==> src/rtl/uart_io_control.sv <==
// Execute-stage UART request sequencer: decodes SND/RCV opcodes, waits for the chosen
// channel, and fires one registered pulse per qualifier assertion, with stall and timeout.
module uart_io_control #(
   parameter int               OPC_W      = 6,
   parameter logic [OPC_W-1:0] OPCODE_SND = 6'b010001,
   parameter logic [OPC_W-1:0] OPCODE_RCV = 6'b010010,
   parameter int               CH_W       = 2,
   parameter int               TIMEOUT    = 1024,
   parameter int               TO_W       = 16
) (
   input  logic                 clock,
   input  logic                 reset,
   input  logic [OPC_W-1:0]     opcode,
   input  logic [CH_W-1:0]      ch_sel,
   input  logic                 input_sig_snd,
   input  logic [(2**CH_W)-1:0] tx_ready,
   input  logic [(2**CH_W)-1:0] rx_valid,
   output logic [(2**CH_W)-1:0] snd_flag,
   output logic [(2**CH_W)-1:0] rcv_ack,
   output logic                 stall,
   output logic                 timeout
);

   localparam int N_CH = 2**CH_W;

   typedef enum logic [1:0] {IDLE, WAIT, PULSE, HOLD} state_t;

   state_t            state, state_nxt;
   logic              armed, armed_nxt;
   logic [TO_W-1:0]   counter, counter_nxt;
   logic              op_rcv, op_rcv_nxt;
   logic [CH_W-1:0]   ch, ch_nxt;
   logic              timeout_nxt;
   logic [N_CH-1:0]   snd_nxt, rcv_nxt;
   logic              is_io, req, cond, timeout_hit;

   assign is_io       = (opcode == OPCODE_SND) || (opcode == OPCODE_RCV);
   assign req         = input_sig_snd && armed && is_io;
   assign cond        = op_rcv ? rx_valid[ch] : tx_ready[ch];
   assign timeout_hit = (TIMEOUT != 0) && (counter == TO_W'(TIMEOUT - 1));

   // Stall is forced low while reset is held so every output reads zero during reset.
   assign stall = !reset && (((state == IDLE) && req) || (state == WAIT) || (state == PULSE));

   always_ff @(posedge clock or posedge reset) begin
      if (reset) begin
         state    <= IDLE;
         armed    <= 1'b1;
         counter  <= '0;
         op_rcv   <= 1'b0;
         ch       <= '0;
         timeout  <= 1'b0;
         snd_flag <= '0;
         rcv_ack  <= '0;
      end else begin
         state    <= state_nxt;
         armed    <= armed_nxt;
         counter  <= counter_nxt;
         op_rcv   <= op_rcv_nxt;
         ch       <= ch_nxt;
         timeout  <= timeout_nxt;
         snd_flag <= snd_nxt;
         rcv_ack  <= rcv_nxt;
      end
   end

   always_comb begin
      state_nxt   = state;
      armed_nxt   = armed;
      counter_nxt = counter;
      op_rcv_nxt  = op_rcv;
      ch_nxt      = ch;
      timeout_nxt = timeout;
      snd_nxt     = '0;
      rcv_nxt     = '0;
      case (state)
         IDLE: begin
            if (req) begin
               op_rcv_nxt  = (opcode == OPCODE_RCV);
               ch_nxt      = ch_sel;
               timeout_nxt = 1'b0;
               counter_nxt = '0;
               armed_nxt   = 1'b0;
               state_nxt   = WAIT;
            end
         end
         WAIT: begin
            // A dropped qualifier wins over a ready channel: the instruction is gone.
            if (!input_sig_snd) begin
               armed_nxt = 1'b1;
               state_nxt = IDLE;
            end else if (cond) begin
               if (op_rcv) rcv_nxt = N_CH'(1) << ch;
               else        snd_nxt = N_CH'(1) << ch;
               state_nxt = PULSE;
            end else if (timeout_hit) begin
               timeout_nxt = 1'b1;
               state_nxt   = HOLD;
            end else if (counter != '1) begin
               counter_nxt = counter + 1'b1;
            end
         end
         PULSE: state_nxt = HOLD;
         HOLD: begin
            if (!input_sig_snd) begin
               armed_nxt = 1'b1;
               state_nxt = IDLE;
            end
         end
         default: state_nxt = IDLE;
      endcase
   end

endmodule
==> config.mk <==
export PLATFORM = sky130hd
export DESIGN_NAME = uart_io_control
export DESIGN_NICKNAME = d
export VERILOG_FILES = /design/src/rtl/uart_io_control.sv
export SDC_FILE = /design/constraint.sdc
export NUM_CORES = 1
export LEC_CHECK = 0
export CAP_MARGIN = 20
export CORE_ASPECT_RATIO = 0.5
export CORE_MARGIN = 2
export CORE_UTILIZATION = 57
export CTS_CLUSTER_DIAMETER = 200
export DETAILED_ROUTE_END_ITERATION = 10
export MAX_ROUTING_LAYER = met4
export PLACE_DENSITY = 0.93
export SKIP_CTS_REPAIR_TIMING = 1
export SLEW_MARGIN = 40
export SYNTH_ARGS = -nofsm -noshare
export SYNTH_HDL_FRONTEND = slang
export SYNTH_SLANG_ARGS = --single-unit
==> constraint.sdc <==
create_clock -name clock -period 3.5 [get_ports clock]
set_input_delay 0.875 -clock clock [delete_from_list [all_inputs] [get_ports clock]]
set_output_delay 0.875 -clock clock [all_outputs]
set_load 0.1 [all_outputs]
==> insert_results.sql, run 1 <==
INSERT INTO impl_metrics (metric_group, metric, value, unit) VALUES
('grt', 'grt_pass1_wl', '6.71', 'mm'),
('sta', 'rsz_0062_raised_after_global_routing', 'no', ''),
('floorplanning', 'design.die.area', '3600', 'µm²'),
('sta', 'finClkSkew', '0.00523', 'ns'),
('placed_design', 'detailed_place.area', '2050', 'µm²'),
('grt', 'grt_start_max_net_pins', '32', ''),
('worst_hold_path', 'hold-path-endpoint', 'counter[8]', ''),
('worst_setup_path', 'crit_path_start_kind', 'input pin', ''),
('sta', 'timing_max_transition_violations_final', '0', ''),
('routing', 'drt_iter0_markers', '144', ''),
('worst_setup_path', 'timing.critical_path.to_type', 'output pin', ''),
('routing', 'dr.pass1.iters', '4', ''),
('grt', 'gr-usage-all-layers', '24.4', '%'),
('synthesis', 'ys.warnings.count', '0', ''),
('grt', 'initial_antenna_violation_count', '0', ''),
('synthesis', 'synth_fa_ha_area_share', '0.706', '%'),
('layout', 'fillCellCount', '200', ''),
('clock_tree', 'cts_root_buf', 'clkbuf_8', ''),
('sta', 'period_minus_slack', '3.28', 'ns'),
('clock_tree', 'worst_setup_hold_path_clk_slew', '0.07', 'ns'),
('synthesis', 'synth_seq_cells', '31', ''),
('synthesis', 'postSynthCellCount', '186', ''),
('worst_setup_path', 'reg2reg_depth', '5', ''),
('synthesis', 'post_synthesis_area_per_instance', '9.53', 'µm²'),
('floorplanning', 'floorplan.core_area', '2980', 'µm²'),
('floorplanning', 'dieWidth', '82.8', 'µm'),
('layout', 'finalNetCount', '232', ''),
('synthesis', 'synth-edff-count', '0', ''),
('synthesis', 'fraction_of_the_mapped_netlist_area_in_compound_gates', '16.9', '%'),
('synthesis', 'synth.cell_area', '1770', 'µm²'),
('floorplanning', 'row_count', '14', ''),
('worst_hold_path', 'worstHoldPathType', 'reg -> reg', ''),
('placed_design', 'detailedPlacementHpwl', '2.93', 'mm'),
('routing', 'via_per_inst', '6.35', ''),
('pwr', 'switching_share', '39.9', '%'),
('pwr', 'cell_internal_pwr', '0.000836', 'W'),
('worst_hold_path', 'hold_path.startpoint', 'counter[8]', ''),
('synthesis', 'largest_family_of_logic_cells_by_synthesized_area', 'simple AND/OR/NAND/NOR gates', ''),
('flow_run', 'cap_viol_max_count', '0', ''),
('layout', 'layoutNonFillerInstCount', '253', ''),
('worst_setup_path', 'timing.critical_path.fanout_max', '4', ''),
('run_status', 'outcome', 'completed', ''),
('routing', 'via_count', '1607', ''),
('pwr', 'total_power', '0.00139', 'W'),
('pwr', 'switching_power_of_the_nets', '0.000556', 'W'),
('worst_setup_path', 'worst-r2r-setup-slack', '1.10', 'ns'),
('clock_tree', 'tritoncts', 'yes', ''),
('sta', 'final_setup_violation_count', '0', ''),
('floorplanning', 'die_height', '43.4', 'µm'),
('routing', 'detail_route.drc_violations', '0', ''),
('synthesis', 'synth.distinct_cells', '46', ''),
('worst_setup_path', 'worst-endpoint-arrival', '2.40', 'ns'),
('clock_tree', 'clock_sinks', '31', ''),
('synthesis', 'synth_async_sr_flop_share', '100', '%'),
('layout', 'stdcell_area', '2180', 'µm²'),
('layout', 'num_antenna_cells', '0', ''),
('clock_tree', 'max-clock-path-buffers', '2', ''),
('synthesis', 'seq_area_frac_synth', '43.9', '%'),
('worst_setup_path', 'worstReg2RegStart', 'state[0]', ''),
('grt', 'via_count_of_the_first_global_routing_pass', '1503', ''),
('sta', 'totalNegativeSetupSlack', '0', 'ns'),
('placed_design', 'dpl.cell_count', '245', ''),
('worst_setup_path', 'path_class', 'in -> out', ''),
('floorplanning', 'io-pin-count', '29', ''),
('sta', 'relSlewSlack', '58.0', '%'),
('sta', 'final_period_utilization', '93.6', '%'),
('routing', 'final_antenna_net_count', '0', ''),
('layout', 'layout-drive-gt1-share', '15.5', '%'),
('synthesis', 'mappedNetlistNets', '206', ''),
('pwr', 'powerDensity', '639', 'nW/µm²'),
('synthesis', 'post_synth_and_or_nand_nor_area_fraction', '27.6', '%');
==> Yosys cell counts (4+ instances only) <==
library cell	count	area, µm²
nand2b_1	4	25.0
nor2_1	13	48.8
a31oi_1	4	25.0
o21ai_1	9	45.0
a41oi_1	6	52.6
dfrtp_1	30	751
buf_2	5	25.0
and2_1	5	31.3
mux2i_1	5	50.1
o21ai_0	9	45.0
nand2_1	16	60.1
nor3_1	4	20.0
nand3_1	15	75.1
nand4_1	12	75.1
==> critical path: stages <==
cell and delay, ns:
clkdlybuf4s50_1 0.53, nand2_1 0.13, o31a_1 0.38, a211oi_4 0.27
buf_12 0.21
==> per-layer routing <==
layer  wire length [µm]  track usage (%)  up-vias
li1                   -                -      757
met1               1730             29.6      783
met2               2090             40.8       63
met3                238             6.67        4
met4                 33             7.87        0
met5                  0                -        -
==> how the worst max path moves through the flow <==
stage | cells past startpoint | start | slack (ns) | to
4_1_cts | 5 | opcode[3] | 0.004 | stall
6_report | 5 | input_sig_snd | 0.22 | stall
5_1_grt | 5 | input_sig_snd | 0.20 | stall
3_3_place_gp | 5 | opcode[3] | 0.04 | stall
3_5_place_dp | 5 | opcode[3] | 0.01 | stall
2_1_floorplan | 3 | opcode[3] | 0.009 | stall
==> power by group through the flow <==
stage | Combinational [W] | Clock [W] | Sequential, W
floorplan | 0.000394 | 0 | 0.000527
global placement | 0.000482 | 0 | 0.000523
detailed placement | 0.000498 | 0 | 0.000529
CTS | 0.000500 | 0.000364 | 0.000525
global route | 0.000542 | 0.000387 | 0.000537
finish | 0.000502 | 0.000361 | 0.000529
==> cells in the final DEF (no fill, tap or decap), types with 2 or more instances in the layout <==
| cell type | count |
|---|---|
| a31oi_1 | 4 |
| a41oi_1 | 6 |
| or4_1 | 3 |
| o21ai_1 | 9 |
| mux2_2 | 3 |
| nor2_1 | 13 |
| nor2b_1 | 3 |
| nand2_1 | 16 |
| buf_4 | 11 |
| nand4_1 | 12 |
| nor3_1 | 4 |
| o21ai_0 | 9 |
| dfrtp_1 | 30 |
| and2_1 | 5 |
| nand2b_1 | 4 |
| o31ai_1 | 2 |
| nand3_1 | 15 |
| clkdlybuf4s50_1 | 14 |
| a21oi_1 | 2 |
| inv_1 | 3 |
| nor3b_1 | 2 |
| clkbuf_8 | 6 |
| a21oi_2 | 2 |
| dlymetal6s2s_1 | 4 |
| o211ai_1 | 3 |
| mux2i_1 | 5 |
| and4_1 | 2 |
==> stage by stage <==
stage | hold WS [ns] | setup WS [ns]
finish | 0.491 | 0.223
floorplan | 0.455 | 0.00904
CTS | 0.496 | 0.00379
global placement | 0.470 | 0.0412
global route | 0.508 | 0.195
detailed placement | 0.484 | 0.0138
==> kinds of logic after synthesis <==
family          Yosys count
flops                    31
xor+xnor                  1
mux                       9
buf+inv                  14
fa+ha+maj                 1
simple gates             86
compound gates           44
==> state kept, by name (all words and copies together), names as in the netlist, named ones only <==
| name | count |
|---|---|
| snd_flag | 4 |
| armed | 1 |
| rcv_ack | 4 |
| ch | 2 |
| counter | 16 |
| op_rcv | 1 |
| timeout | 1 |
| state | 1 |
==> cell type report <==
type                            count  area, µm²  share of cell area (%)
Tap cell                           40       50.0                    2.30
Timing Repair Buffer               30        293                    13.4
Clock buffer                        6       82.6                    3.79
Inverter                            3       11.3                   0.517
Clock inverter                      2       35.0                    1.61
Sequential cell                    31        777                    35.7
Multi-Input combinational cell    141        930                    42.7
Note: power is estimated with default switching activity, not from simulation.
==> inputs of run 2 (changes only) <==
SETUP_SLACK_MARGIN = 0.3   (was default)
==> run 2 against run 1 <==
Effect of this change:
- via count increased by 3.5%
- wire length increased by 5.8%
- power decreased by 4.1%
- non-clock buffer count increased by 1
- global-route usage increased by 1.5 points
==> insert_results.sql, run 2 (same netlist as run 1, synthesis figures left out) <==
INSERT INTO impl_metrics (metric_group, metric, value, unit) VALUES
('worst_setup_path', 'worst-endpoint-arrival', '2.32', 'ns'),
('layout', 'fillCellCount', '204', ''),
('placed_design', 'port-buffer-count', '28', ''),
('worst_setup_path', 'worst_setup_path_startpoint', 'opcode[5]', ''),
('sta', 'final_period_utilization', '91.3', '%'),
('sta', 'timing_max_transition_violations_final', '0', ''),
('run_status', 'outcome', 'completed', ''),
('worst_setup_path', 'path_depth', '5', ''),
('sta', 'clock.fmax', '313', 'MHz'),
('routing', 'via_count', '1664', ''),
('floorplanning', 'start_util', '59.5', '%'),
('placed_design', 'detailedPlacementHpwl', '2.94', 'mm'),
('flow_run', 'cap_viol_max_count', '0', ''),
('clock_tree', 'cts_buf_count', '5', ''),
('placed_design', 'detailed_place.area', '2050', 'µm²'),
('layout', 'num_antenna_cells', '0', ''),
('layout', 'largest_register_ffs', '16', ''),
('layout', 'stdcell_area', '2150', 'µm²'),
('worst_setup_path', 'reg2reg_depth', '6', ''),
('sta', 'totalNegativeSetupSlack', '0', 'ns'),
('layout', 'biggestRegsByFlops', 'counter: 16 flops, rcv_ack: 4 flops, snd_flag: 4 flops', ''),
('worst_setup_path', 'timing.rr.end', 'timeout', ''),
('sta', 'finClkSkew', '0.00414', 'ns'),
('floorplanning', 'die_height', '43.4', 'µm'),
('layout', 'finalNetCount', '233', ''),
('floorplanning', 'floorplan.core_area', '2980', 'µm²'),
('layout', 'top_register', 'counter', ''),
('layout', 'final_common_cell', 'dfrtp_1', ''),
('routing', 'final_antenna_net_count', '0', ''),
('worst_setup_path', 'timing.critical_path.to_type', 'output pin', ''),
('pwr', 'powerDensity', '621', 'nW/µm²'),
('routing', 'drt_iter0_markers', '245', ''),
('clock_tree', 'clk-insertion-delay-late', '0.28', 'ns'),
('sta', 'final_setup_violation_count', '0', ''),
('floorplanning', 'row_count', '14', ''),
('worst_setup_path', 'timing.critical_path.fanout_max', '3', ''),
('grt', 'gr-usage-all-layers', '25.9', '%'),
('worst_setup_path', 'buffers_and_inverters_on_the_worst_path', '2', ''),
('worst_hold_path', 'worstHoldPathType', 'reg -> reg', ''),
('clock_tree', 'tritoncts', 'yes', ''),
('grt', 'initial_antenna_violation_count', '0', ''),
('sta', 'relSlewSlack', '53.7', '%'),
('routing', 'wl_per_cell', '17.1', 'µm'),
('clock_tree', 'cts_root_buf', 'clkbuf_8', ''),
('sta', 'period_minus_slack', '3.19', 'ns'),
('worst_setup_path', 'crit_slowest_cell', 'or4b_4', ''),
('layout', 'layout_common_cells', 'dfrtp_1 (30), nand2_1 (15), nand3_1 (15)', ''),
('clock_tree', 'worst_setup_hold_path_clk_slew', '0.07', 'ns'),
('worst_hold_path', 'min_path_cells', '1', ''),
('grt', 'grt_start_max_net_pins', '32', ''),
('sta', 'worst_slew_pin_slew', '0.694', 'ns'),
('floorplanning', 'io-pin-count', '29', ''),
('grt', 'grt_pass1_wl', '7.07', 'mm'),
('routing', 'drt-total-wl', '4.34', 'mm'),
('clock_tree', 'max-clock-path-buffers', '2', ''),
('worst_setup_path', 'critical-path-top-delay-family', 'compound AO/OA/AOI/OAI gates', ''),
('grt', 'overall_overflow_remaining_after_global_route', '0', ''),
('layout', 'syn2layout_area_growth', '21.3', '%'),
('sta', 'final_hold_violation_count', '0', ''),
('worst_setup_path', 'crit_path_start_kind', 'input pin', ''),
('clock_tree', 'htreeDepth', '2', ''),
('routing', 'dr.pass1.iters', '5', ''),
('sta', 'rsz_0062_raised_after_global_routing', 'yes', ''),
('worst_setup_path', 'crit_path_max_incr_delay', '0.52', 'ns'),
('routing', 'via_per_inst', '6.55', ''),
('worst_setup_path', 'worstReg2RegStart', 'counter[0]', ''),
('layout', 'layout-drive-gt1-share', '17.8', '%'),
('routing', 'detail_route.drc_violations', '0', ''),
('worst_setup_path', 'worst-endpoint-required', '2.62', 'ns'),
('worst_setup_path', 'crit_path_cell_trace', 'clkbuf_2 -> or4b_4 -> o31a_1 -> a211oi_4 -> buf_12', ''),
('clock_tree', 'clock_sinks', '31', ''),
('floorplanning', 'design.die.area', '3600', 'µm²'),
('grt', 'via_count_of_the_first_global_routing_pass', '1529', ''),
('pwr', 'static-leakage-power', '0.897', 'nW'),
('worst_setup_path', 'crit_end', 'stall', ''),
('worst_setup_path', 'worst-r2r-setup-slack', '1.03', 'ns'),
('placed_design', 'place_congestion', '0.850', ''),
('worst_setup_path', 'path_class', 'in -> out', ''),
('pwr', 'power.ir.vdd_worst', '0.385', 'mV'),
('floorplanning', 'dieWidth', '82.8', 'µm');
==> run 2: cell type report <==
type,instances,area (µm²),share of cell area [%]
Multi-Input combinational cell,141,940,43.7
Sequential cell,31,777,36.1
Timing Repair Buffer,31,280,13.0
Clock buffer,7,86.3,4.02
Tap cell,40,50.0,2.33
Inverter,3,11.3,0.524
Clock inverter,1,5.00,0.233
==> run 2: routing by layer <==
metal	track usage (%)	wire, µm
met2	42.7	2150
met5	-	0
met1	31.3	1770
met3	7.05	322
met4	9.84	94
==> run 2: how the worst min path moves through the flow <==
| stage | from | endpoint | slack (ns) |
|---|---|---|---|
| final | counter[8] | counter[8] | 0.50 |
| after global routing | counter[8] | counter[8] | 0.53 |
| after CTS | counter[8] | counter[8] | 0.49 |
| after detailed placement | counter[8] | counter[8] | 0.48 |
| after global placement | armed | armed | 0.47 |
| after floorplan | armed | armed | 0.46 |
==> run 2: worst register-to-register path, stage by stage, from the launching register on <==
cell     delay [ns]
dfrtp_1        0.42
ha_1           0.29
and4_1         0.29
nand4_1        0.49
a21o_1         0.37
o41ai_1        0.36
o21ai_1        0.11
==> run 2: stage by stage <==
stage | hold WS [ns] | utilization [%] | worst slack (ns) | cells | total power (W)
after floorplan | 0.455 | - | 0.00904 | 186 | 0.000921
after global placement | 0.470 | 68.9 | 0.0412 | 245 | 0.00100
after detailed placement | 0.482 | 68.9 | 0.0195 | 245 | 0.00103
after CTS | 0.490 | 71.9 | 0.0108 | 253 | 0.00132
after global routing | 0.532 | 72.2 | 0.272 | 254 | 0.00140
final | 0.495 | 72.2 | 0.305 | 254 | 0.00134
==> run 2: report_power, final <==
group          total [W]  internal [W]  switching [W]
sequential      0.000532      0.000418       0.000114
clock           0.000291      0.000158       0.000132
combinational   0.000512      0.000189       0.000323
==> inputs of run 3 (changes only) <==
CORE_MARGIN = 8   (was 2)
PLACE_DENSITY = 0.88   (was 0.93)
==> run 3 against run 2 <==
Effect of this change:
- non-clock buffer count shrank 1
- hold slack about the same
- die area grew 46%
- wire length down 1.5%
- setup slack got worse by 0.017 ns
- cell count shrank 0.39%
- clock power decreased by 7.6%
==> insert_results.sql, run 3 (same netlist as run 1, synthesis figures left out) <==
INSERT INTO impl_metrics (metric_group, metric, value, unit) VALUES
('layout', 'syn2layout_area_growth', '20.6', '%'),
('sta', 'relSlewSlack', '55.2', '%'),
('worst_setup_path', 'crit_path_start_kind', 'input pin', ''),
('sta', 'worst_slew_pin_slew', '0.671', 'ns'),
('layout', 'stdcell_area', '2140', 'µm²'),
('layout', 'final_common_cell', 'dfrtp_1', ''),
('layout', 'layoutNonFillerInstCount', '253', ''),
('clock_tree', 'cts_buf_count', '5', ''),
('clock_tree', 'clock_sinks', '31', ''),
('floorplanning', 'start_util', '59.5', '%'),
('clock_tree', 'worst_setup_hold_path_clk_slew', '0.06', 'ns'),
('routing', 'via_count', '1622', ''),
('floorplanning', 'dieWidth', '94.8', 'µm'),
('grt', 'grt_start_max_net_pins', '32', ''),
('grt', 'overall_overflow_remaining_after_global_route', '0', ''),
('run_status', 'outcome', 'completed', ''),
('placed_design', 'place_congestion', '0.877', ''),
('layout', 'finalNetCount', '232', ''),
('placed_design', 'dpl.cell_count', '245', ''),
('clock_tree', 'tritoncts', 'yes', ''),
('layout', 'biggestRegsByFlops', 'counter: 16 flops, rcv_ack: 4 flops, snd_flag: 4 flops', ''),
('layout', 'largest_register_ffs', '16', ''),
('routing', 'final_antenna_net_count', '0', ''),
('grt', 'gr-usage-all-layers', '18.1', '%'),
('floorplanning', 'io-pin-count', '29', ''),
('sta', 'final_hold_violation_count', '0', ''),
('layout', 'layout-drive-gt1-share', '16.9', '%'),
('clock_tree', 'clk-insertion-delay-late', '0.29', 'ns'),
('pwr', 'static-leakage-power', '0.905', 'nW'),
('pwr', 'total_power', '0.00130', 'W'),
('clock_tree', 'max-clock-path-buffers', '2', ''),
('layout', 'top_register', 'counter', ''),
('sta', 'finClkSkew', '0.00461', 'ns'),
('floorplanning', 'floorplan.core_area', '2980', 'µm²'),
('sta', 'totalNegativeSetupSlack', '0', 'ns'),
('grt', 'initial_antenna_violation_count', '0', ''),
('placed_design', 'detailedPlacementHpwl', '3.02', 'mm'),
('sta', 'period_minus_slack', '3.21', 'ns'),
('clock_tree', 'htreeDepth', '2', ''),
('routing', 'detail_route.drc_violations', '0', ''),
('worst_setup_path', 'path_class', 'in -> out', ''),
('routing', 'drt_iter0_markers', '150', ''),
('sta', 'clock.fmax', '311', 'MHz'),
('pwr', 'powerDensity', '608', 'nW/µm²'),
('sta', 'rsz_0062_raised_after_global_routing', 'yes', ''),
('layout', 'layout_common_cells', 'dfrtp_1 (30), nand2_1 (15), nand3_1 (15)', ''),
('grt', 'grt_pass1_wl', '7.54', 'mm'),
('sta', 'worst_hold_slack', '0.495', 'ns'),
('placed_design', 'port-buffer-count', '28', ''),
('layout', 'num_antenna_cells', '0', ''),
('routing', 'via_per_inst', '6.41', ''),
('routing', 'drt-total-wl', '4.27', 'mm'),
('worst_setup_path', 'crit_path_max_incr_delay', '0.53', 'ns'),
('sta', 'final_setup_violation_count', '0', ''),
('routing', 'dr.pass1.iters', '5', ''),
('grt', 'via_count_of_the_first_global_routing_pass', '1614', ''),
('floorplanning', 'die_height', '55.4', 'µm'),
('sta', 'final_period_utilization', '91.8', '%'),
('worst_setup_path', 'worst-endpoint-arrival', '2.34', 'ns'),
('flow_run', 'cap_viol_max_count', '0', ''),
('placed_design', 'detailed_place.area', '2050', 'µm²'),
('floorplanning', 'design.die.area', '5260', 'µm²'),
('worst_hold_path', 'worstHoldPathType', 'reg -> reg', ''),
('worst_setup_path', 'worst-endpoint-required', '2.62', 'ns'),
('clock_tree', 'cts_root_buf', 'clkbuf_8', ''),
('worst_setup_path', 'timing.critical_path.to_type', 'output pin', ''),
('pwr', 'power.ir.vdd_worst', '0.314', 'mV'),
('worst_setup_path', 'crit_path_cell_trace', 'clkbuf_2 -> or4b_4 -> o31a_1 -> a211oi_4 -> buf_12', ''),
('floorplanning', 'row_count', '14', ''),
('routing', 'wl_per_cell', '16.9', 'µm'),
('worst_setup_path', 'timing.critical_path.fanout_max', '3', ''),
('worst_setup_path', 'crit_slowest_cell', 'or4b_4', ''),
('sta', 'timing_max_transition_violations_final', '0', ''),
('layout', 'fillCellCount', '231', '');
-- run 3: power breakdown --
part           switching [W]  internal (W)  total, W
logic               0.000314      0.000188  0.000502
clock network       0.000130      0.000139  0.000269
registers           0.000111      0.000418  0.000529
total               0.000555      0.000745   0.00130
-- run 3: area by class of cell --
type,instances,area [µm²],area share (%)
Multi-Input combinational cell,141,940,44.0
Sequential cell,31,777,36.4
Timing Repair Buffer,30,278,13.0
Clock buffer,7,76.3,3.57
Tap cell,40,50.0,2.34
Inverter,3,11.3,0.527
Clock inverter,1,5.00,0.234
-- run 3: worst paths after layout --
check	from	end	slack, ns	cells after the start
setup / recovery	opcode[2]	stall	0.29	5
hold / removal	armed	armed	0.50	2
setup reg to reg	state[0]	counter[13]	1.07	5
hold reg to reg	armed	armed	0.50	2
max in group asynchronous	reset	armed	2.13	3
min in group asynchronous	reset	counter[13]	1.05	3
-- run 3: critical path: cells and delay by family --
kind / cells / cell delay, ns
buf+inv: 2 / 0.29
simple gates: 1 / 0.53
compound gates: 2 / 0.63
-- run 3: stage by stage --
stage               setup slack (ns)  utilization [%]
CTS                         -0.00959             71.6
global route                   0.271             71.8
floorplan                    0.00904                -
detailed placement          -0.00611             68.9
finish                         0.288             71.8
global placement              0.0483             68.9
-- run 3: per-layer routing --
layer	global-route usage [%]	vias up	wire length [µm]
met1	22.3	763	1820
li1	-	758	-
met2	27.3	84	2010
met3	5.38	17	330
met4	6.83	0	105
met5	-	-	0
